File: config.mk
export PLATFORM = sky130hd
export DESIGN_NAME = fib_wb_master_flat
export DESIGN_NICKNAME = d
export VERILOG_FILES = /design/src/rtl/fib_wb_pkg.sv /design/src/rtl/fib_wb_master_if.sv /design/src/rtl/fib_wb_poll_timer.sv /design/src/rtl/fib_wb_master.sv /design/src/flat_wrapper.sv
export SDC_FILE = /design/constraint.sdc
export NUM_CORES = 1
export LEC_CHECK = 0
export ABC_AREA = 1
export CAP_MARGIN = 25
export CORE_MARGIN = 3
export CORE_UTILIZATION = 24
export CTS_BUF_LIST = sky130_fd_sc_hd__clkbuf_4 sky130_fd_sc_hd__clkbuf_8 sky130_fd_sc_hd__clkbuf_16
export CTS_CLUSTER_SIZE = 24
export DETAILED_ROUTE_END_ITERATION = 6
export MAX_ROUTING_LAYER = met4
export PLACE_DENSITY = 0.54
export SLEW_MARGIN = 30
export SYNTH_ARGS = -nofsm -noshare
export SYNTH_HDL_FRONTEND = slang
export SYNTH_SLANG_ARGS = --single-unit
File: constraint.sdc
create_clock -name wb_clk_i -period 1.5 [get_ports wb_clk_i]
set_input_delay 0.3 -clock wb_clk_i [delete_from_list [all_inputs] [get_ports wb_clk_i]]
set_output_delay 0.3 -clock wb_clk_i [all_outputs]
set_load 0.05 [all_outputs]
File: src/rtl/fib_wb_pkg.sv
// Shared types and constants for the fibonacci Wishbone initiator: FSM state
// encoding, the slave's register map and its well-known data values.
package fib_wb_pkg;

   typedef enum logic {
      ST_IDLE = 1'b0,
      ST_BUS  = 1'b1
   } wb_state_e;

   localparam logic [31:0] CTRL_GET_NR         = 32'h0000_0000;
   localparam logic [31:0] CTRL_GET_ID         = 32'h0000_0004;
   localparam logic [31:0] CTRL_SET_IRQ        = 32'h0000_0008;
   localparam logic [31:0] CTRL_FIBONACCI_CTRL = 32'h0000_000C;
   localparam logic [31:0] CTRL_CLOCK          = 32'h0000_0010;
   localparam logic [31:0] CTRL_FIBONACCI_VAL  = 32'h0000_0014;
   localparam logic [31:0] CTRL_WRITE          = 32'h0000_0018;
   localparam logic [31:0] CTRL_READ           = 32'h0000_001C;
   localparam logic [31:0] CTRL_PANIC          = 32'h0000_0020;

   localparam logic [31:0] CTRL_ID = 32'h4669_626f;
   localparam logic [31:0] ACK_OK  = 32'h0000_0001;
   localparam logic [31:0] ACK_OFF = 32'h0000_0000;

   localparam logic [3:0]  SEL_ALL = 4'hF;

   // Reads put zero on the write-data lines so a snooping analyzer sees no stale data.
   function automatic logic [31:0] bus_wr_data(input logic we, input logic [31:0] dat);
      return we ? dat : 32'h0;
   endfunction

endpackage

File: src/rtl/fib_wb_master_if.sv
// Wishbone classic-cycle bus between the fibonacci initiator and its slave.
interface fib_wb_master_if #(
   parameter int ADR_W = 32
);
   logic             wbm_cyc_o;
   logic             wbm_stb_o;
   logic             wbm_we_o;
   logic [3:0]       wbm_sel_o;
   logic [ADR_W-1:0] wbm_adr_o;
   logic [31:0]      wbm_dat_o;
   logic             wbm_ack_i;
   logic [31:0]      wbm_dat_i;

   modport master (
      output wbm_cyc_o, wbm_stb_o, wbm_we_o, wbm_sel_o, wbm_adr_o, wbm_dat_o,
      input  wbm_ack_i, wbm_dat_i
   );

   modport slave (
      input  wbm_cyc_o, wbm_stb_o, wbm_we_o, wbm_sel_o, wbm_adr_o, wbm_dat_o,
      output wbm_ack_i, wbm_dat_i
   );
endinterface

File: src/rtl/fib_wb_poll_timer.sv
// Poll interval timer: saturating down-counter that reloads on request or while
// disabled, and flags when it has reached zero.
module fib_wb_poll_timer #(
   parameter int WIDTH  = 10,
   parameter int RELOAD = 1023
) (
   input  logic clk_sys,
   input  logic rst,
   input  logic en,
   input  logic reload,
   output logic zero
);

   localparam logic [WIDTH-1:0] LOAD_VAL = WIDTH'(RELOAD);

   logic [WIDTH-1:0] cnt;

   always_ff @(posedge clk_sys) begin
      if (rst || reload || !en) begin
         cnt <= LOAD_VAL;
      end else if (cnt != '0) begin
         cnt <= cnt - 1'b1;
      end
   end

   assign zero = (cnt == '0);

endmodule

File: src/rtl/fib_wb_master.sv
// Wishbone classic-cycle initiator for the fibonacci slave: runs one transfer
// at a time from the command port or an autonomous poll, with a bus timeout.
//
//   state   | meaning
//   --------+-------------------------------------------------------------
//   ST_IDLE | no cycle open; accepts a command or issues a due poll read
//   ST_BUS  | cyc/stb asserted; waiting for ack or for the timeout abort
module fib_wb_master
   import fib_wb_pkg::*;
#(
   parameter int               ADR_W         = 32,
   parameter int               TIMEOUT       = 16,
   parameter logic [ADR_W-1:0] POLL_ADR      = ADR_W'(32'h0000_0014),
   parameter int               POLL_INTERVAL = 1024
) (
   input  logic             wb_clk_i,
   input  logic             wb_rst_i,
   input  logic             cmd_valid,
   output logic             cmd_ready,
   input  logic             cmd_we,
   input  logic [ADR_W-1:0] cmd_adr,
   input  logic [31:0]      cmd_dat,
   input  logic [3:0]       cmd_sel,
   input  logic             poll_en,
   output logic             rsp_valid,
   output logic [31:0]      rsp_dat,
   output logic             rsp_err,
   output logic             rsp_poll,
   fib_wb_master_if.master  wb
);

   localparam int          POLL_W  = $clog2(POLL_INTERVAL);
   localparam logic [15:0] TO_LAST = 16'(TIMEOUT - 1);

   wb_state_e   state;
   wb_state_e   state_nxt;
   logic [15:0] to_cnt;
   logic        poll_flag;
   logic        poll_zero;
   logic        accept;
   logic        poll_go;
   logic        bus_ack;
   logic        bus_abort;

   fib_wb_poll_timer #(
      .WIDTH  (POLL_W),
      .RELOAD (POLL_INTERVAL - 1)
   ) u_poll_timer (
      .clk_sys (wb_clk_i),
      .rst     (wb_rst_i),
      .en      (poll_en),
      .reload  (poll_go),
      .zero    (poll_zero)
   );

   always_ff @(posedge wb_clk_i) begin
      if (wb_rst_i) state <= ST_IDLE;
      else          state <= state_nxt;
   end

   // A pending command always beats a due poll; the timer simply holds at zero.
   always_comb begin
      state_nxt = state;
      cmd_ready = 1'b0;
      accept    = 1'b0;
      poll_go   = 1'b0;
      bus_ack   = 1'b0;
      bus_abort = 1'b0;
      case (state)
         ST_IDLE: begin
            cmd_ready = !wb_rst_i;
            accept    = cmd_valid && !wb_rst_i;
            poll_go   = !cmd_valid && poll_en && poll_zero && !wb_rst_i;
            if (accept || poll_go) state_nxt = ST_BUS;
         end
         ST_BUS: begin
            if (wb.wbm_ack_i) begin
               bus_ack   = 1'b1;
               state_nxt = ST_IDLE;
            end else if (to_cnt == TO_LAST) begin
               bus_abort = 1'b1;
               state_nxt = ST_IDLE;
            end
         end
         default: state_nxt = ST_IDLE;
      endcase
   end

   always_ff @(posedge wb_clk_i) begin
      if (wb_rst_i) begin
         wb.wbm_cyc_o <= 1'b0;
         wb.wbm_stb_o <= 1'b0;
         wb.wbm_we_o  <= 1'b0;
         wb.wbm_sel_o <= 4'h0;
         wb.wbm_adr_o <= '0;
         wb.wbm_dat_o <= 32'h0;
         to_cnt       <= 16'h0;
         poll_flag    <= 1'b0;
         rsp_valid    <= 1'b0;
         rsp_dat      <= 32'h0;
         rsp_err      <= 1'b0;
         rsp_poll     <= 1'b0;
      end else begin
         rsp_valid <= 1'b0;
         if (accept) begin
            wb.wbm_cyc_o <= 1'b1;
            wb.wbm_stb_o <= 1'b1;
            wb.wbm_we_o  <= cmd_we;
            wb.wbm_sel_o <= cmd_sel;
            wb.wbm_adr_o <= cmd_adr;
            wb.wbm_dat_o <= bus_wr_data(cmd_we, cmd_dat);
            to_cnt       <= 16'h0;
            poll_flag    <= 1'b0;
         end else if (poll_go) begin
            wb.wbm_cyc_o <= 1'b1;
            wb.wbm_stb_o <= 1'b1;
            wb.wbm_we_o  <= 1'b0;
            wb.wbm_sel_o <= SEL_ALL;
            wb.wbm_adr_o <= POLL_ADR;
            wb.wbm_dat_o <= 32'h0;
            to_cnt       <= 16'h0;
            poll_flag    <= 1'b1;
         end else if (bus_ack) begin
            wb.wbm_cyc_o <= 1'b0;
            wb.wbm_stb_o <= 1'b0;
            wb.wbm_we_o  <= 1'b0;
            rsp_valid    <= 1'b1;
            rsp_dat      <= wb.wbm_we_o ? 32'h0 : wb.wbm_dat_i;
            rsp_err      <= 1'b0;
            rsp_poll     <= poll_flag;
         end else if (bus_abort) begin
            wb.wbm_cyc_o <= 1'b0;
            wb.wbm_stb_o <= 1'b0;
            wb.wbm_we_o  <= 1'b0;
            rsp_valid    <= 1'b1;
            rsp_dat      <= 32'h0;
            rsp_err      <= 1'b1;
            rsp_poll     <= poll_flag;
         end else if (state == ST_BUS) begin
            to_cnt <= to_cnt + 16'h1;
         end
      end
   end

endmodule

File: src/flat_wrapper.sv
// flat-port wrapper written by rule: the top's interface ports become plain ports
module fib_wb_master_flat import fib_wb_pkg::*;
#(
   parameter int               ADR_W         = 32,
   parameter int               TIMEOUT       = 16,
   parameter logic [ADR_W-1:0] POLL_ADR      = ADR_W'(32'h0000_0014),
   parameter int               POLL_INTERVAL = 1024
)
  (wb_clk_i, wb_rst_i, cmd_valid, cmd_ready, cmd_we, cmd_adr, cmd_dat, cmd_sel, poll_en, rsp_valid, rsp_dat, rsp_err, rsp_poll, wb_wbm_cyc_o, wb_wbm_stb_o, wb_wbm_we_o, wb_wbm_sel_o, wb_wbm_adr_o, wb_wbm_dat_o, wb_wbm_ack_i, wb_wbm_dat_i);
  fib_wb_master_if #(.ADR_W(ADR_W)) wb_i ();
  input  logic wb_clk_i;
  input  logic wb_rst_i;
  input  logic cmd_valid;
  output logic cmd_ready;
  input  logic cmd_we;
  input  logic [ADR_W-1:0] cmd_adr;
  input  logic [31:0] cmd_dat;
  input  logic [3:0] cmd_sel;
  input  logic poll_en;
  output logic rsp_valid;
  output logic [31:0] rsp_dat;
  output logic rsp_err;
  output logic rsp_poll;
  output wire logic [$bits(wb_i.wbm_cyc_o)-1:0] wb_wbm_cyc_o;
  output wire logic [$bits(wb_i.wbm_stb_o)-1:0] wb_wbm_stb_o;
  output wire logic [$bits(wb_i.wbm_we_o)-1:0] wb_wbm_we_o;
  output wire logic [$bits(wb_i.wbm_sel_o)-1:0] wb_wbm_sel_o;
  output wire logic [$bits(wb_i.wbm_adr_o)-1:0] wb_wbm_adr_o;
  output wire logic [$bits(wb_i.wbm_dat_o)-1:0] wb_wbm_dat_o;
  input wire logic [$bits(wb_i.wbm_ack_i)-1:0] wb_wbm_ack_i;
  input wire logic [$bits(wb_i.wbm_dat_i)-1:0] wb_wbm_dat_i;
  assign wb_wbm_cyc_o = wb_i.wbm_cyc_o;
  assign wb_wbm_stb_o = wb_i.wbm_stb_o;
  assign wb_wbm_we_o = wb_i.wbm_we_o;
  assign wb_wbm_sel_o = wb_i.wbm_sel_o;
  assign wb_wbm_adr_o = wb_i.wbm_adr_o;
  assign wb_wbm_dat_o = wb_i.wbm_dat_o;
  assign wb_i.wbm_ack_i = wb_wbm_ack_i;
  assign wb_i.wbm_dat_i = wb_wbm_dat_i;
  fib_wb_master #(.ADR_W(ADR_W), .TIMEOUT(TIMEOUT), .POLL_ADR(POLL_ADR), .POLL_INTERVAL(POLL_INTERVAL)) u_core (.wb_clk_i(wb_clk_i), .wb_rst_i(wb_rst_i), .cmd_valid(cmd_valid), .cmd_ready(cmd_ready), .cmd_we(cmd_we), .cmd_adr(cmd_adr), .cmd_dat(cmd_dat), .cmd_sel(cmd_sel), .poll_en(poll_en), .rsp_valid(rsp_valid), .rsp_dat(rsp_dat), .rsp_err(rsp_err), .rsp_poll(rsp_poll), .wb(wb_i));
endmodule
==> results.txt <==
Net Switching: 2.67 mW
Final-stage net count: 1,064
Post-synth cell types: 32
Maximum vdd ir drop: 0.000674 V
Post-CTS setup repair buffer count: 0
Vias per inst: 4.29
Final setup margin: 0.0718 ns
Largest net degree at the start of global routing: 35
Crit path DAT: 1.76 ns
CP max FO: 5
Clock Latency Late Sink: 0.41 ns
CP endpoint kind: flip-flop
WL/cell: 13.7 um
Share of cells above drive strength 1: 24.9%
Sw Share: 26.8%
Critical-path cell list: ha_4, nand4_1, nor2_2, nand2_2, nand2_4, buf_4, nand2_1, a21oi_2
GRT Total Usage: 14.1%
CTS Root Cell: clkbuf_16
Row cnt: 53
Final hold slack: 0.426 ns
Final hold violation count: 0
Placed inst area: 0.00919 sq mm
Cell Pwr Density: 1000 mW/mm^2
Hold Crit Endpoint: u_core.wb.wbm_adr_o[0]
Clock Power Share: 43.2%
Io pins: 213
Initial core utilization: 25.0%
Max Root-Sink Buffers: 2
Synth Instances: 703
Hold Crit Depth: 3
Power Total: 9.96 mW
CTS tree: yes
Seq cells post-synth: 133
Final setup viols: 0
GPL Wtd Cong: 0.868
Vias in the first global route: 5,168
Clock sink total: 133
Hold WC Path Type: primary input to flip-flop
CP required: 1.83 ns
CTS Buf Count: 17
Seq/Total Area, Yosys: 49.8%
Clock slew at reported path FFs: 0.06 ns
Outcome: finished, final reports clean
Commonest non-fill, non-tap cell in the layout: nand2_1
Max incr delay on CP: 0.35 ns
Leakage: 4.21 nW
Number of max-slew violations in the final report: 0
Crit start category: flip-flop
Die Area: 0.0241 sq mm
Most frequent cells in the layout: 265 x nand2_1, 127 x dfxtp_1, 115 x buf_12
Core region area: 0.0214 sq mm
Die height: 155 um
Period utilisation layout: 95.2%
R2R depth: 8
Max_slew headroom: 72.6%
Initial antenna violation count: 0
Hold path start: cmd_adr[0]
Worst Skew: 0.0158 ns
RSZ-0062 raised after global routing: yes
Fin area: 0.00992 sq mm
H-tree depth: 4
Max Cap Violations: 0
Area Overhead vs Synth: 85.6%
Worst r2r src: u_core.to_cnt[1]
Type of the worst setup path: flip-flop to flip-flop
Syn avg cell area: 7.60 sq um
Cell area after synthesis: 0.00535 sq mm
Final ANT Viol Nets: 0
# DRC: 0
Fin cells: 1,243
Dpl ws: -0.252 ns
Via Count: 5,328
DRT Pass-1 Iters: 4
1st-iter DRT viols: 182
Synth warn: 0
Crit path time final: 1.43 ns
Synthesized Nets: 812
WL final: 17,000 um
Cells after DPL: 1,211
Input/output buffers: 212
N_diodes: 0
Combinational Power Share: 18.3%
Die width: 155 um
First-pass GRT wire length: 26,500 um
Worst-Margin Slew: 0.411 ns
GRT overflow: 0
Post-detail-place hpwl: 12,700 um
Reg-to-reg endpoint: u_core.to_cnt[1]
Reg2reg setup slack: 0.07 ns
Slowest CP cell: dfxtp_2
Max Fclk: 0.700 GHz
Int Power: 7.29 mW
Reg power frac: 38.5%
[area by class of cell]
| type | count | area (sq um) |
|---|---|---|
| clock buffers | 19 | 440 |
| clock inverters | 13 | 173 |
| fillers | 2063 | 11500 |
| inverters | 34 | 138 |
| multi-input cells | 499 | 2380 |
| flip-flops and latches | 133 | 2670 |
| well taps | 275 | 344 |
| repair buffers | 270 | 3770 |
[critical path: cells and delay by family, from the launching register on]
| family | cells | cell delay, ns |
|---|---|---|
| AO/OA/AOI/OAI | 1 | 0.12 |
| adder cells (fa/ha/maj) | 1 | 0.15 |
| buffers and inverters | 1 | 0.14 |
| flip-flops | 1 | 0.35 |
| AND/OR/NAND/NOR | 5 | 0.60 |
[timing repair]
action	CTS	global route
hold buffers	0	0
gates cloned	0	1
pin swaps	0	16
setup endpoints to repair	2	115
resized for setup	5	29
[sequential cells by signal, summed over array words and instances, names as in the netlist]
signal                   cells
u_core.rsp_valid             1
u_core.wb.wbm_sel_o          4
u_core.rsp_err               1
u_core.state                 1
u_core.wb.wbm_cyc_o          1
u_core.wb.wbm_adr_o         32
u_core.poll_flag             1
u_core.wb.wbm_dat_o         32
u_core.rsp_poll              1
u_core.rsp_dat              32
u_core.to_cnt               16
u_core.u_poll_timer.cnt     10
u_core.wb.wbm_we_o           1
[routing by layer]
| layer | part of all wire [%] | global-route usage, % | up-vias | wire length (um) |
|---|---|---|---|---|
| met2 | 46 | 22.0 | 175 | 7790 |
| met4 | 0.56 | 3.00 | 0 | 96 |
| met5 | 0 | - | - | 0 |
| met3 | 10 | 6.84 | 6 | 1750 |
| met1 | 43 | 16.7 | 2384 | 7370 |
| li1 | - | - | 2763 | - |
[synthesized netlist by cell type]
cell type / instances / area [sq um]
dfxtp_1: 133 / 2660
xor2_1: 7 / 61.3
inv_1: 28 / 105
nand2_1: 268 / 1010
o21ai_1: 6 / 30.0
inv_6: 1 / 8.76
nor2_8: 1 / 20.0
ha_1: 3 / 37.5
nand2_2: 2 / 12.5
nor2_4: 3 / 33.8
nand2_4: 2 / 22.5
nand4_2: 1 / 12.5
nand3_1: 84 / 420
buf_1: 4 / 15.0
buf_6: 10 / 113
nor2_1: 35 / 131
nor3_2: 1 / 10.0
buf_2: 11 / 55.1
nand3_2: 2 / 20.0
a21oi_1: 53 / 265
inv_2: 4 / 15.0
o21bai_1: 6 / 45.0
o21ai_0: 6 / 30.0
a21boi_0: 1 / 7.51
nand2_8: 1 / 20.0
nor2_2: 3 / 18.8
a21oi_2: 1 / 8.76
nand4_1: 9 / 56.3
inv_4: 1 / 6.26
clkbuf_1: 8 / 30.0
xnor2_1: 4 / 35.0
buf_4: 4 / 30.0
[metrics by stage]
step	util, %	TNS (ns)
after floorplan	-	0
after global placement	42.9	-20.31
after detailed placement	42.9	-21.81
after CTS	45.8	0
after global routing	46.3	-0.0518
final	46.3	0
[power by group through the flow]
stage                     Clock (mW)  Combinational, mW  Sequential, mW
final                           4.30               1.83            3.83
after floorplan                    0              0.330            4.31
after CTS                       4.44               1.83            3.83
after global routing            4.58               1.92            3.85
after global placement             0               1.82            3.90
after detailed placement           0               1.82            3.91
[worst max path at each step]
stage / startpoint / end / cells past startpoint
after floorplan: u_core.to_cnt[0] / u_core.to_cnt[4] / 9
after global placement: wb_rst_i / u_core.wb.wbm_adr_o[2] / 9
after detailed placement: wb_rst_i / u_core.wb.wbm_sel_o[2] / 9
after CTS: u_core.to_cnt[0] / u_core.to_cnt[13] / 8
after global routing: u_core.to_cnt[1] / u_core.to_cnt[1] / 8
final: u_core.to_cnt[1] / u_core.to_cnt[1] / 8
[logic make-up after synthesis]
| kind of cell | after synthesis | share of synthesized area [%] |
|---|---|---|
| AO/OA/AOI/OAI | 73 | 7.23 |
| XOR/XNOR | 11 | 1.80 |
| adder cells (fa/ha/maj) | 3 | 0.702 |
| buffers and inverters | 71 | 7.07 |
| flip-flops | 133 | 49.8 |
| AND/OR/NAND/NOR | 412 | 33.4 |
No activity file was read; power rests on OpenSTA's default activity.
